==> src/rtl/deal_scheduler.sv <==
// deal_scheduler: queues card-draw requests and feeds the print engine one command at a time.
// Optional HOLE_CARD_EN: dealer slot 1 is printed face-down until a reveal pulse re-queues it.
module deal_scheduler #(
  parameter int DEPTH      = 4,
  parameter int BASE_X     = 4,
  parameter int SLOT_PITCH = 12,
  parameter int PLAYER_Y   = 90,
  parameter int DEALER_Y   = 20
) (
  input  logic        clk,
  input  logic        rst_n,
  input  logic        clear_req,
  input  logic        req_valid,
  output logic        req_ready,
  input  logic        req_dealer,
  input  logic [2:0]  req_slot,
  input  logic [5:0]  req_card,
  output logic        req_err,
`ifdef HOLE_CARD_EN
  input  logic        reveal,
`endif
  output logic        writeprint,
  output logic        init,
  output logic [5:0]  card,
  output logic [14:0] orig,
  input  logic        waitrequest,
  output logic        busy
);
  // state | meaning
  // IDLE  | no command outstanding; serve pending clear first, then the FIFO
  // ISSUE | writeprint held with stable command until engine accepts
  // WAIT  | accepted; wait for waitrequest to rise and fall again

  localparam int          AW       = $clog2(DEPTH);
  localparam logic [AW:0] FULL_CNT = (AW+1)'(DEPTH);
  localparam logic [AW:0] PTR_ONE  = (AW+1)'(1);

  typedef enum logic [1:0] {IDLE, ISSUE, WAIT} state_t;

  state_t      state, state_nxt;
  logic [20:0] mem [DEPTH];
  logic [20:0] rd_data;
  logic [AW:0] wr_ptr, rd_ptr, count;
  logic        clr_pend, seen_hi;
  logic        full, req_bad, push_try, push_ok;
  logic        pop, flush, wr_en;
  logic [20:0] wr_data;
  logic [7:0]  req_x;
  logic [6:0]  req_y;
  logic [5:0]  store_card;

  assign count     = wr_ptr - rd_ptr;
  assign full      = (count == FULL_CNT);
  assign req_ready = ~full;
  assign req_bad   = (req_card[5:2] == 4'd13) || (req_card[5:2] == 4'd15);
  // A clear in the same cycle discards the request outright.
  assign push_try  = req_valid && req_ready && !clear_req;
  assign push_ok   = push_try && !req_bad;
  assign req_x     = 8'(BASE_X + int'(req_slot) * SLOT_PITCH);
  assign req_y     = req_dealer ? 7'(DEALER_Y) : 7'(PLAYER_Y);
  assign rd_data   = mem[rd_ptr[AW-1:0]];
  assign busy      = (state != IDLE) || clr_pend || (count != '0);

`ifdef HOLE_CARD_EN
  logic [5:0] hole_q;
  logic       reveal_pend, reveal_fire, hole_slot;

  assign hole_slot   = req_dealer && (req_slot == 3'd1);
  // A live request owns the write port; the reveal waits for a free cycle.
  assign reveal_fire = reveal_pend && !push_ok && !full && !clear_req;
  assign store_card  = hole_slot ? {4'd14, req_card[1:0]} : req_card;

  always_comb begin
    wr_en   = push_ok || reveal_fire;
    wr_data = {req_x, req_y, store_card};
    if (reveal_fire) wr_data = {8'(BASE_X + SLOT_PITCH), 7'(DEALER_Y), hole_q};
  end

  always_ff @(posedge clk or negedge rst_n) begin
    if (!rst_n) begin
      hole_q      <= '0;
      reveal_pend <= 1'b0;
    end else begin
      if (push_ok && hole_slot) hole_q <= req_card;
      if (clear_req)            reveal_pend <= 1'b0;
      else if (reveal)          reveal_pend <= 1'b1;
      else if (reveal_fire)     reveal_pend <= 1'b0;
    end
  end
`else
  assign store_card = req_card;

  always_comb begin
    wr_en   = push_ok;
    wr_data = {req_x, req_y, store_card};
  end
`endif

  always_comb begin
    state_nxt = state;
    pop       = 1'b0;
    flush     = 1'b0;
    case (state)
      IDLE: begin
        if (clr_pend) begin
          flush     = 1'b1;
          state_nxt = ISSUE;
        end else if (count != '0) begin
          pop       = 1'b1;
          state_nxt = ISSUE;
        end
      end
      ISSUE:   if (!waitrequest) state_nxt = WAIT;
      WAIT:    if (seen_hi && !waitrequest) state_nxt = IDLE;
      default: state_nxt = IDLE;
    endcase
  end

  always_ff @(posedge clk) begin
    if (wr_en) mem[wr_ptr[AW-1:0]] <= wr_data;
  end

  always_ff @(posedge clk or negedge rst_n) begin
    if (!rst_n) begin
      state      <= IDLE;
      wr_ptr     <= '0;
      rd_ptr     <= '0;
      clr_pend   <= 1'b1;
      seen_hi    <= 1'b0;
      req_err    <= 1'b0;
      writeprint <= 1'b0;
      init       <= 1'b0;
      card       <= '0;
      orig       <= '0;
    end else begin
      state   <= state_nxt;
      req_err <= push_try && req_bad;

      if (clear_req)  clr_pend <= 1'b1;
      else if (flush) clr_pend <= 1'b0;

      if (wr_en) wr_ptr <= wr_ptr + PTR_ONE;
      // Flush keeps anything written on this same edge.
      if (flush)    rd_ptr <= wr_ptr;
      else if (pop) rd_ptr <= rd_ptr + PTR_ONE;

      if (flush) begin
        writeprint <= 1'b1;
        init       <= 1'b1;
        card       <= '0;
        orig       <= '0;
      end else if (pop) begin
        writeprint <= 1'b1;
        init       <= 1'b0;
        card       <= rd_data[5:0];
        orig       <= rd_data[20:6];
      end else if (state == ISSUE && !waitrequest) begin
        writeprint <= 1'b0;
        init       <= 1'b0;
        seen_hi    <= 1'b0;
      end else if (state == WAIT && waitrequest) begin
        seen_hi    <= 1'b1;
      end
    end
  end

endmodule

==> config.mk <==
export PLATFORM = sky130hd
export DESIGN_NAME = deal_scheduler
export DESIGN_NICKNAME = d
export VERILOG_FILES = /design/src/rtl/deal_scheduler.sv
export SDC_FILE = /design/constraint.sdc
export NUM_CORES = 1
export LEC_CHECK = 0
export ABC_AREA = 0
export BUFFER_PORTS_ARGS = -buffer_cell sky130_fd_sc_hd__buf_2
export CAP_MARGIN = 20
export CORE_MARGIN = 3
export CORE_UTILIZATION = 63
export DETAILED_ROUTE_END_ITERATION = 8
export GPL_ROUTABILITY_DRIVEN = 0
export GPL_TIMING_DRIVEN = 0
export PLACE_DENSITY = 0.82
export SLEW_MARGIN = 15
export SYNTH_ARGS = -nofsm -noshare
export SYNTH_HDL_FRONTEND = slang
export SYNTH_SLANG_ARGS = --single-unit
==> constraint.sdc <==
create_clock -name clk -period 4.7 [get_ports clk]
set_clock_uncertainty 0.2 [all_clocks]
set_input_delay 0.94 -clock clk [delete_from_list [all_inputs] [get_ports clk]]
set_output_delay 0.94 -clock clk [all_outputs]
set_load 0.01 [all_outputs]
==> flow_metrics.py, run 1 <==
metrics = {
    "run_status": {
        "result_of_the_run": "complete, no violations",
    },
    "timing": {
        "maxSlewHeadroom_pct": 30.8,
        "rsz_0062_raised_after_global_routing": "no",
        "fin_crit_ns": 4.01,
        "finalSetupTns_ns": 0,
        "tightest_slew_ns": 1.03,
        "max_freq_mhz": 249,
        "post-route-period-util_pct": 85.3,
        "fin_hold_ws_ns": 0.318,
        "worst_slack_ns": 0.692,
        "timing.final.setup_violations": 0,
        "report.final.slew_viol_count": 0,
        "hold_viol": 0,
    },
    "synth": {
        "synth_compound_area_share_pct": 10.3,
        "synthXorXnorAreaFrac_pct": 2.44,
        "synth_top_family_by_area": "compound AO/OA/AOI/OAI gates",
        "synth_simple_gate_area_share_pct": 8.06,
        "netlist_instances": 268,
        "synth_adder_area_share_pct": 4.09,
        "synth.ff_latch_count": 84,
        "synth_warnings": 0,
        "post_synth.cell_area_avg_um2": 14.4,
        "post_synth_mux_area_share_pct": 8.48,
        "synth.cell_area_um2": 3850,
        "yosysSeqAreaShare_pct": 61.9,
        "synth.lib_cells_used.distinct": 43,
    },
    "grt": {
        "gr-total-overflow": 0,
        "first_global_vias": 2318,
        "grt_pass1_wl_um": 11400,
        "grt_antenna_before_repair": 0,
        "grt.total_usage_pct": 21.4,
        "grt_max_degree": 29,
    },
    "clock_tree": {
        "post_cts_hold_buffer_count": 0,
        "postCtsSetupRepairBufs": 0,
        "clkSlewWorstSetupHoldPaths_ns": 0.08,
        "cts-root-to-sink-buffers": 2,
        "cts_repair_resize_count": 0,
        "ctsRootBufferMaster": "sky130_fd_sc_hd__clkbuf_8",
        "clk-insertion-delay-late_ns": 0.35,
        "cts_htree_levels": 3,
        "cts-buffers-inserted": 9,
        "clock_sinks": 84,
        "cts_tree": "yes",
    },
    "setup_path": {
        "criticalPathCategory": "flop to output pin",
        "timing.reg2reg.worst_path_depth": 8,
        "worst-endpoint-required_ns": 3.56,
        "startpoint_class": "flop",
        "arrival_ns": 2.87,
        "worst_setup_path_end_kind": "output pin",
        "crit_fanout": 10,
    },
    "power_and_ir_drop": {
        "power_switching_mw": 1.04,
        "leakagePower_nw": 1.65,
        "p_comb_share_pct": 43.0,
        "cell_internal_pwr_mw": 1.63,
        "share_of_total_power_in_sequential_cells_pct": 40.3,
        "power_switching_share_pct": 39.0,
        "ir_worst_vdd_uv": 355,
        "power.clock.fraction_pct": 16.7,
        "totalPowerFinal_mw": 2.67,
        "pwr_density_cell_nw_per_um2": 621,
    },
    "die": {
        "pin_count": 41,
        "dieArea_um2": 7090,
        "initial_core_utilization_pct": 67.4,
        "row_count": 27,
        "die_height_um": 84.2,
        "die_w_um": 84.2,
        "core_region_area_um2": 5710,
    },
    "layout": {
        "most_common_cell_after_layout_fill_and_taps_aside": "sky130_fd_sc_hd__edfxtp_1",
        "nNetsFinal": 345,
        "nFillCells": 352,
        "area_growth_pct": 11.6,
        "proportion_of_layout_cells_with_a_drive_suffix_above_1_pct": 26.4,
        "antenna_cells_inserted": 0,
        "final_standard_cell_utilization_of_the_core_pct": 75.3,
        "final_cell_mix": "sky130_fd_sc_hd__edfxtp_1, sky130_fd_sc_hd__buf_2, sky130_fd_sc_hd__dfrtp_1",
    },
    "flow_run": {
        "maxCapViolCount": 0,
    },
    "drt": {
        "totalWireLength_um": 7090,
        "detail_route.first_pass.iterations": 4,
        "antenna_nets_post_route": 0,
        "route.detailed.wl_per_inst_um": 18.0,
        "vias": 2352,
        "route.detailed.vias_per_inst": 5.97,
        "drt_first_iter_violations": 124,
        "post_route_drc": 0,
    },
    "placement": {
        "port_buffers": 36,
        "dp.final_hpwl_um": 4880,
        "place_worst_setup_slack_ns": 1.08,
    },
    "worst_hold_path": {
        "timing.hold.worst_path_depth": 2,
        "min_path_type": "flop to flop",
    },
}
## critical path: stages, from the launching register on
cell and delay [ns]:
sky130_fd_sc_hd__dfrtp_1 0.36, sky130_fd_sc_hd__clkbuf_1 0.35, sky130_fd_sc_hd__buf_2 0.34, sky130_fd_sc_hd__inv_1 0.09, sky130_fd_sc_hd__ha_1 0.36, sky130_fd_sc_hd__nand2_1 0.08, sky130_fd_sc_hd__clkbuf_1 0.22, sky130_fd_sc_hd__nor3_1 0.46
sky130_fd_sc_hd__nand2_1 0.10, sky130_fd_sc_hd__buf_2 0.15
## synth_stat cells, drive strengths merged
cell type	n	area share, %
a211oi	1	0.20
a21o	2	0.39
a21oi	4	0.52
a221o	1	0.26
a22oi	2	0.39
a31oi	2	0.65
and2	3	0.49
and3	2	0.32
and3b	1	0.23
buf	14	2.6
clkbuf	10	0.98
conb	1	0.097
dfrtp	27	18
dfstp	1	0.68
edfxtp	56	44
fa	1	0.52
ha	11	3.6
inv	11	1.1
mux2	1	0.29
mux4	14	8.2
nand2	21	2.0
nand2b	15	2.4
nand3	4	0.52
nor2	3	0.29
nor2b	2	0.32
nor3	4	0.52
nor3b	2	0.39
o211ai	16	3.1
o21a	1	0.20
o21ai	6	0.78
o221ai	14	3.2
o22ai	1	0.16
o311ai	1	0.23
o31ai	1	0.20
or2	2	0.33
or3	1	0.16
xnor2	6	1.8
xor2	3	0.68
## metrics by stage
stage | instances | cell area, um2
6_report | 394 | 4300
3_3_place_gp | 379 | 4130
2_1_floorplan | 271 | 3860
4_1_cts | 394 | 4300
3_5_place_dp | 379 | 4130
5_1_grt | 394 | 4300
## sequential cells by signal (all words and copies together), names as in the netlist
signal      cells
writeprint      1
rd_ptr          3
init            1
mem            56
clr_pend        1
seen_hi         1
orig            9
card            6
state           2
wr_ptr          3
req_err         1
## routing by layer
metal  wire length [um]  share of wire [%]  track usage (%)  vias to the layer above
met5                  0                  0                0                        -
met4                173                2.4             9.06                        0
met3                453                6.4             5.99                       17
met2               3300                 47             32.8                       83
met1               3160                 45             29.0                     1148
li1                   -                  -                -                     1104
## cell type report
type                       count  area, um2  area share (%)
tap                           72       90.1            2.10
inverter                      11       41.3           0.961
sequential                    84       2380            55.5
timing repair buffer          36        180            4.19
multi-input combinational    152       1300            30.2
buffer                        24        138            3.20
clock buffer                   9        124            2.88
clock inverter                 6       41.3           0.961
## final timing paths
check                       endpoint      start  slack, ns
max in group asynchronous   orig[11]      rst_n       3.48
hold / removal              orig[11]   orig[11]       0.32
setup / recovery                busy  rd_ptr[1]       0.69
min in group asynchronous    card[4]      rst_n       0.40
setup reg to reg           mem[3][8]  rd_ptr[1]       1.40
hold reg to reg             orig[11]   orig[11]       0.32
## power groups by stage
stage / clock, mW / sequential (mW) / combinational, mW
after floorplan: 0 / 1.09 / 0.818
after global placement: 0 / 1.08 / 1.11
after detailed placement: 0 / 1.09 / 1.14
after CTS: 0.450 / 1.07 / 1.15
after global routing: 0.479 / 1.09 / 1.27
final: 0.445 / 1.07 / 1.15
## cells by family after synthesis
family,count (synthesis)
and+or+nand+nor,60
muxes,15
AOI/OAI and AO/OA,52
other,1
buffers and inverters,35
adders and majority gates,12
xor gates and xnor gates,9
DFF,84
Power figures use the tool's default switching activity.
==> run 2: changes to the inputs <==
--- a/config.mk
+++ b/config.mk
@@ -9,11 +9,12 @@
 export BUFFER_PORTS_ARGS = -buffer_cell sky130_fd_sc_hd__buf_2
 export CAP_MARGIN = 20
 export CORE_MARGIN = 3
-export CORE_UTILIZATION = 63
+export CORE_UTILIZATION = 65
+export CTS_BUF_LIST = sky130_fd_sc_hd__clkbuf_8
 export DETAILED_ROUTE_END_ITERATION = 8
 export GPL_ROUTABILITY_DRIVEN = 0
 export GPL_TIMING_DRIVEN = 0
-export PLACE_DENSITY = 0.82
+export PLACE_DENSITY = 0.84
 export SLEW_MARGIN = 15
 export SYNTH_ARGS = -nofsm -noshare
 export SYNTH_HDL_FRONTEND = slang
==> run 2 against run 1 <==
Net effect:
- flip-flop and latch count unchanged
- global-route usage up 0.22 points
- register-to-register slack about the same
- total power up 2.7%
- cell count up 0.25%
- wire length down 0.83%
==> flow_metrics.py, run 2 (synthesis gave the netlist of run 1 again) <==
metrics = {
    "power_and_ir_drop": {
        "ir_worst_vdd_uv": 353,
        "totalPowerFinal_mw": 2.74,
        "pwr_density_cell_nw_per_um2": 633,
        "leakagePower_nw": 1.67,
    },
    "drt": {
        "vias": 2369,
        "totalWireLength_um": 7030,
        "route.detailed.vias_per_inst": 6.00,
        "route.detailed.wl_per_inst_um": 17.8,
        "detail_route.first_pass.iterations": 4,
        "post_route_drc": 0,
        "drt_first_iter_violations": 178,
        "antenna_nets_post_route": 0,
    },
    "grt": {
        "gr-total-overflow": 0,
        "grt_max_degree": 29,
        "grt_antenna_before_repair": 0,
        "grt_pass1_wl_um": 11600,
        "first_global_vias": 2284,
        "grt.total_usage_pct": 21.6,
    },
    "clock_tree": {
        "cts_htree_levels": 3,
        "cts_tree": "yes",
        "ctsRootBufferMaster": "sky130_fd_sc_hd__clkbuf_8",
        "clk-insertion-delay-late_ns": 0.35,
        "clock_sinks": 84,
        "postCtsSetupRepairBufs": 0,
        "clkSlewWorstSetupHoldPaths_ns": 0.08,
        "cts-root-to-sink-buffers": 2,
        "cts_repair_resize_count": 0,
        "cts-buffers-inserted": 9,
        "post_cts_hold_buffer_count": 0,
    },
    "setup_path": {
        "startpoint_class": "flop",
        "r2r_slack_ns": 1.39,
        "slowest_stage": "sky130_fd_sc_hd__nor3_1",
        "crit_chain": "clkbuf_1 -> buf_2 -> inv_1 -> ha_1 -> nand2_1 -> clkbuf_1 -> nor3_1 -> nand2_1 -> buf_2",
        "timing.reg2reg.worst_path_depth": 8,
        "reg2reg_from": "rd_ptr[1]",
        "cp_num_cells": 9,
        "worstSetupStartpoint": "rd_ptr[1]",
        "worstReg2RegEnd": "mem[3][16]",
        "worst-endpoint-required_ns": 3.56,
        "critical_path.endpoint": "busy",
        "timing.critical_path.buf_inv": 5,
        "worst_path_dominant_cell_family": "buffers and inverters",
        "slowest_delay_ns": 0.46,
        "arrival_ns": 2.90,
        "worst_setup_path_end_kind": "output pin",
        "crit_fanout": 10,
        "criticalPathCategory": "flop to output pin",
    },
    "run_status": {
        "result_of_the_run": "complete, no violations",
    },
    "timing": {
        "finalSetupTns_ns": 0,
        "report.final.slew_viol_count": 0,
        "timing.final.setup_violations": 0,
        "hold_viol": 0,
        "rsz_0062_raised_after_global_routing": "no",
        "max_freq_mhz": 247,
        "tightest_slew_ns": 1.04,
        "maxSlewHeadroom_pct": 30.7,
        "fin_crit_ns": 4.04,
        "post-route-period-util_pct": 86.0,
        "fin_hold_ws_ns": 0.314,
    },
    "layout": {
        "postLayoutCellArea_um2": 4330,
        "final-seq-area_um2": 2380,
        "final_cell_mix": "sky130_fd_sc_hd__edfxtp_1, sky130_fd_sc_hd__buf_2, sky130_fd_sc_hd__dfrtp_1",
        "nFillCells": 356,
        "area_growth_pct": 12.5,
        "finalNonFillerCells": 395,
        "most_common_cell_after_layout_fill_and_taps_aside": "sky130_fd_sc_hd__edfxtp_1",
        "antenna_cells_inserted": 0,
        "nNetsFinal": 345,
        "number_of_flip_flops_in_the_largest_register": 56,
        "multiInputGateArea_um2": 1300,
        "proportion_of_layout_cells_with_a_drive_suffix_above_1_pct": 26.6,
    },
    "placement": {
        "post-place-cells": 379,
        "dp.final_hpwl_um": 4850,
        "placed_cell_area_um2": 4130,
        "port_buffers": 36,
    },
    "flow_run": {
        "maxCapViolCount": 0,
    },
    "die": {
        "die_w_um": 83.0,
        "pin_count": 41,
        "initial_core_utilization_pct": 68.7,
        "core_region_area_um2": 5610,
        "row_count": 27,
        "die_height_um": 83.0,
        "dieArea_um2": 6880,
    },
    "worst_hold_path": {
        "timing.hold.worst_path_depth": 2,
        "min_path_type": "flop to flop",
    },
}
[run 2: changes by cell type in the layout (fill, tap and decap cells not counted), sizes merged]
cell and change:
clkinv +1, clkinvlp -2, bufinv +1, clkbuf +1
[run 2: worst min path at each step]
stage / startpoint / to / slack (ns)
finish: writeprint / writeprint / 0.31
CTS: orig[10] / orig[10] / 0.32
global route: writeprint / writeprint / 0.35
global placement: orig[14] / orig[14] / 0.29
detailed placement: orig[10] / orig[10] / 0.31
floorplan: wr_ptr[2] / wr_ptr[2] / 0.30
[run 2: cell type report]
| class | instances | share of cell area (%) |
|---|---|---|
| inverters | 11 | 0.953 |
| flip-flops and latches | 84 | 55.0 |
| plain buffers | 24 | 3.18 |
| clock buffers | 10 | 3.18 |
| well taps | 72 | 2.08 |
| repair buffers | 36 | 4.16 |
| clock inverters | 6 | 1.42 |
| multi-input cells | 152 | 30.0 |
[run 2: worst reg2reg max path: stages, from the launching register on]
cell and delay [ns]:
sky130_fd_sc_hd__dfrtp_1 0.36, sky130_fd_sc_hd__clkbuf_1 0.35, sky130_fd_sc_hd__buf_2 0.33, sky130_fd_sc_hd__inv_1 0.10, sky130_fd_sc_hd__ha_1 0.19, sky130_fd_sc_hd__nor2b_1 0.18
sky130_fd_sc_hd__xnor2_2 0.13, sky130_fd_sc_hd__buf_2 0.21, sky130_fd_sc_hd__a31oi_2 0.86
[run 2: power breakdown]
part           switching, mW  internal (mW)  leakage (nW)
Sequential             0.114          0.963         0.864
Combinational          0.674          0.475         0.707
Clock                  0.255          0.259         0.102
[run 2: metal layers]
metal	vias up	part of all wire, %	global-route usage [%]
met1	1169	44	30.1
met5	-	0	0
met2	95	48	33.7
met4	0	0.85	8.92
met3	6	6.8	4.17
li1	1099	-	-
[run 2: stage by stage]
step / utilization [%] / worst slack, ns
final: 77.2 / 0.657
after global placement: 73.7 / 1.13
after CTS: 77.2 / 0.670
after floorplan: - / 1.63
after detailed placement: 73.7 / 1.06
after global routing: 77.2 / 0.410
==> run 3: changes to the inputs <==
--- a/config.mk
+++ b/config.mk
@@ -15,6 +15,7 @@
 export GPL_ROUTABILITY_DRIVEN = 0
 export GPL_TIMING_DRIVEN = 0
 export PLACE_DENSITY = 0.84
+export REMOVE_ABC_BUFFERS = 1
 export SLEW_MARGIN = 15
 export SYNTH_ARGS = -nofsm -noshare
 export SYNTH_HDL_FRONTEND = slang
==> run 3 against run 2 <==
Net effect:
- total power shrank 2.6%
- maximum frequency shrank 3.5%
- count of clock-buffer cells in the layout is the same
- non-clock buffer count shrank 22
- flip-flop and latch count is the same
- critical path type unchanged
- critical endpoint unchanged
- largest cell class unchanged
- largest power group is now registers
==> flow_metrics.py, run 3 (synthesis gave the netlist of run 1 again) <==
metrics = {
    "setup_path": {
        "timing.reg2reg.worst_path_depth": 5,
        "slowest_stage": "sky130_fd_sc_hd__dfrtp_1",
        "crit_fanout": 20,
        "worst_setup_path_end_kind": "output pin",
        "worst-endpoint-required_ns": 3.56,
        "r2r_slack_ns": 1.42,
        "reg2reg_from": "rd_ptr[1]",
        "crit_chain": "inv_1 -> ha_1 -> nand2_1 -> nor3_1 -> nand2_1 -> buf_2",
        "most_used_cell_cp": "sky130_fd_sc_hd__nand2_1",
        "arrival_ns": 3.05,
        "startpoint_class": "flop",
        "slowest_delay_ns": 0.85,
        "criticalPathCategory": "flop to output pin",
        "worstReg2RegEnd": "rd_ptr[0]",
    },
    "drt": {
        "drt_first_iter_violations": 179,
        "route.detailed.vias_per_inst": 6.22,
        "post_route_drc": 0,
        "vias": 2315,
        "detail_route.first_pass.iterations": 4,
        "totalWireLength_um": 7180,
        "route.detailed.wl_per_inst_um": 19.3,
        "antenna_nets_post_route": 0,
    },
    "clock_tree": {
        "cts-root-to-sink-buffers": 2,
        "cts_repair_resize_count": 0,
        "post_cts_hold_buffer_count": 0,
        "clkSlewWorstSetupHoldPaths_ns": 0.08,
        "clock_sinks": 84,
        "cts_htree_levels": 3,
        "cts_tree": "yes",
        "postCtsSetupRepairBufs": 0,
        "ctsRootBufferMaster": "sky130_fd_sc_hd__clkbuf_8",
        "clk-insertion-delay-late_ns": 0.35,
        "cts-buffers-inserted": 9,
    },
    "die": {
        "row_count": 27,
        "pin_count": 41,
        "dieArea_um2": 6880,
        "die_w_um": 83.0,
        "core_region_area_um2": 5610,
        "die_height_um": 83.0,
        "initial_core_utilization_pct": 68.7,
    },
    "grt": {
        "grt_pass1_wl_um": 11600,
        "grt_antenna_before_repair": 0,
        "grt.total_usage_pct": 22.0,
        "gr-total-overflow": 0,
        "grt_max_degree": 41,
        "first_global_vias": 2368,
    },
    "placement": {
        "place_worst_setup_slack_ns": 0.877,
        "port_buffers": 36,
        "placed_cell_area_um2": 4000,
        "post-place-cells": 355,
        "dp.final_hpwl_um": 4270,
    },
    "timing": {
        "rsz_0062_raised_after_global_routing": "no",
        "post-route-period-util_pct": 89.1,
        "tightest_slew_ns": 1.13,
        "finalSetupTns_ns": 0,
        "maxSlewHeadroom_pct": 24.2,
        "report.final.slew_viol_count": 0,
        "hold_viol": 0,
        "worst_slack_ns": 0.512,
        "fin_crit_ns": 4.19,
        "timing.final.setup_violations": 0,
        "max_freq_mhz": 239,
    },
    "layout": {
        "most_common_cell_after_layout_fill_and_taps_aside": "sky130_fd_sc_hd__edfxtp_1",
        "nNetsFinal": 323,
        "postLayoutCellArea_um2": 4210,
        "nFillCells": 338,
        "proportion_of_layout_cells_with_a_drive_suffix_above_1_pct": 24.3,
        "multiInputGateArea_um2": 1300,
        "area_growth_pct": 9.46,
        "final_standard_cell_utilization_of_the_core_pct": 75.1,
        "number_of_flip_flops_in_the_largest_register": 56,
        "final_cell_mix": "sky130_fd_sc_hd__edfxtp_1, sky130_fd_sc_hd__buf_2, sky130_fd_sc_hd__dfrtp_1",
        "antenna_cells_inserted": 0,
        "final-seq-area_um2": 2380,
        "finalNonFillerCells": 372,
    },
    "run_status": {
        "result_of_the_run": "complete, no violations",
    },
    "worst_hold_path": {
        "min_from": "writeprint",
        "worst_hold_path.endpoint": "writeprint",
        "min_path_type": "flop to flop",
        "timing.hold.worst_path_depth": 2,
    },
    "power_and_ir_drop": {
        "pwr_density_cell_nw_per_um2": 633,
        "leakagePower_nw": 1.60,
        "ir_worst_vdd_uv": 389,
    },
    "flow_run": {
        "maxCapViolCount": 0,
    },
}
==> run 3: cell count changes in the layout (fill, tap and decap cells not counted) <==
cell,before,now
sky130_fd_sc_hd__buf_4,7,0
sky130_fd_sc_hd__nor2_2,0,1
sky130_fd_sc_hd__nor2_1,3,2
sky130_fd_sc_hd__inv_6,1,0
sky130_fd_sc_hd__inv_1,11,12
sky130_fd_sc_hd__clkinv_2,3,1
sky130_fd_sc_hd__buf_6,2,1
sky130_fd_sc_hd__clkbuf_1,10,0
sky130_fd_sc_hd__clkinvlp_4,1,2
sky130_fd_sc_hd__buf_8,0,1
sky130_fd_sc_hd__buf_2,41,36
==> run 3: metrics by stage <==
stage,power (mW),hold WS (ns)
final,2.67,0.312
after detailed placement,2.14,0.297
after CTS,2.63,0.316
after global placement,2.09,0.286
after global routing,2.83,0.348
after floorplan,1.80,0.303
==> run 3: critical path: cells and delay by family (launching register included) <==
kind	cells	cell delay, ns
fa+ha+maj	1	0.40
buf+inv	2	0.34
flops	1	0.85
simple gates	3	1.10
==> run 3: metal layers <==
metal	vias to the layer above	GRT usage [%]	part of all wire, %
li1	1061	-	-
met1	1162	26.9	40
met2	84	37.6	53
met3	8	5.36	5.3
met4	0	9.06	1.7
met5	-	0	0
==> run 3: how the worst max path moves through the flow <==
stage	cells after the start	end	slack [ns]	start
after detailed placement	6	busy	0.88	rd_ptr[0]
final	6	busy	0.51	rd_ptr[1]
after CTS	5	busy	0.47	rd_ptr[0]
after global placement	5	busy	0.90	rd_ptr[0]
after global routing	6	busy	0.27	rd_ptr[1]
after floorplan	5	busy	1.54	rd_ptr[0]
==> run 3: final cells by class <==
type / instances / area share, %
flip-flops and latches: 84 / 56.6
multi-input cells: 152 / 30.9
repair buffers: 38 / 4.90
clock buffers: 10 / 3.27
well taps: 72 / 2.14
clock inverters: 5 / 1.28
inverters: 11 / 0.980
==> run 3: where the power goes <==
| part | internal, mW | leakage (nW) | switching, mW |
|---|---|---|---|
| logic | 0.422 | 0.640 | 0.606 |
| registers | 0.963 | 0.864 | 0.180 |
| clock network | 0.254 | 0.0956 | 0.244 |
| total | 1.64 | 1.60 | 1.03 |
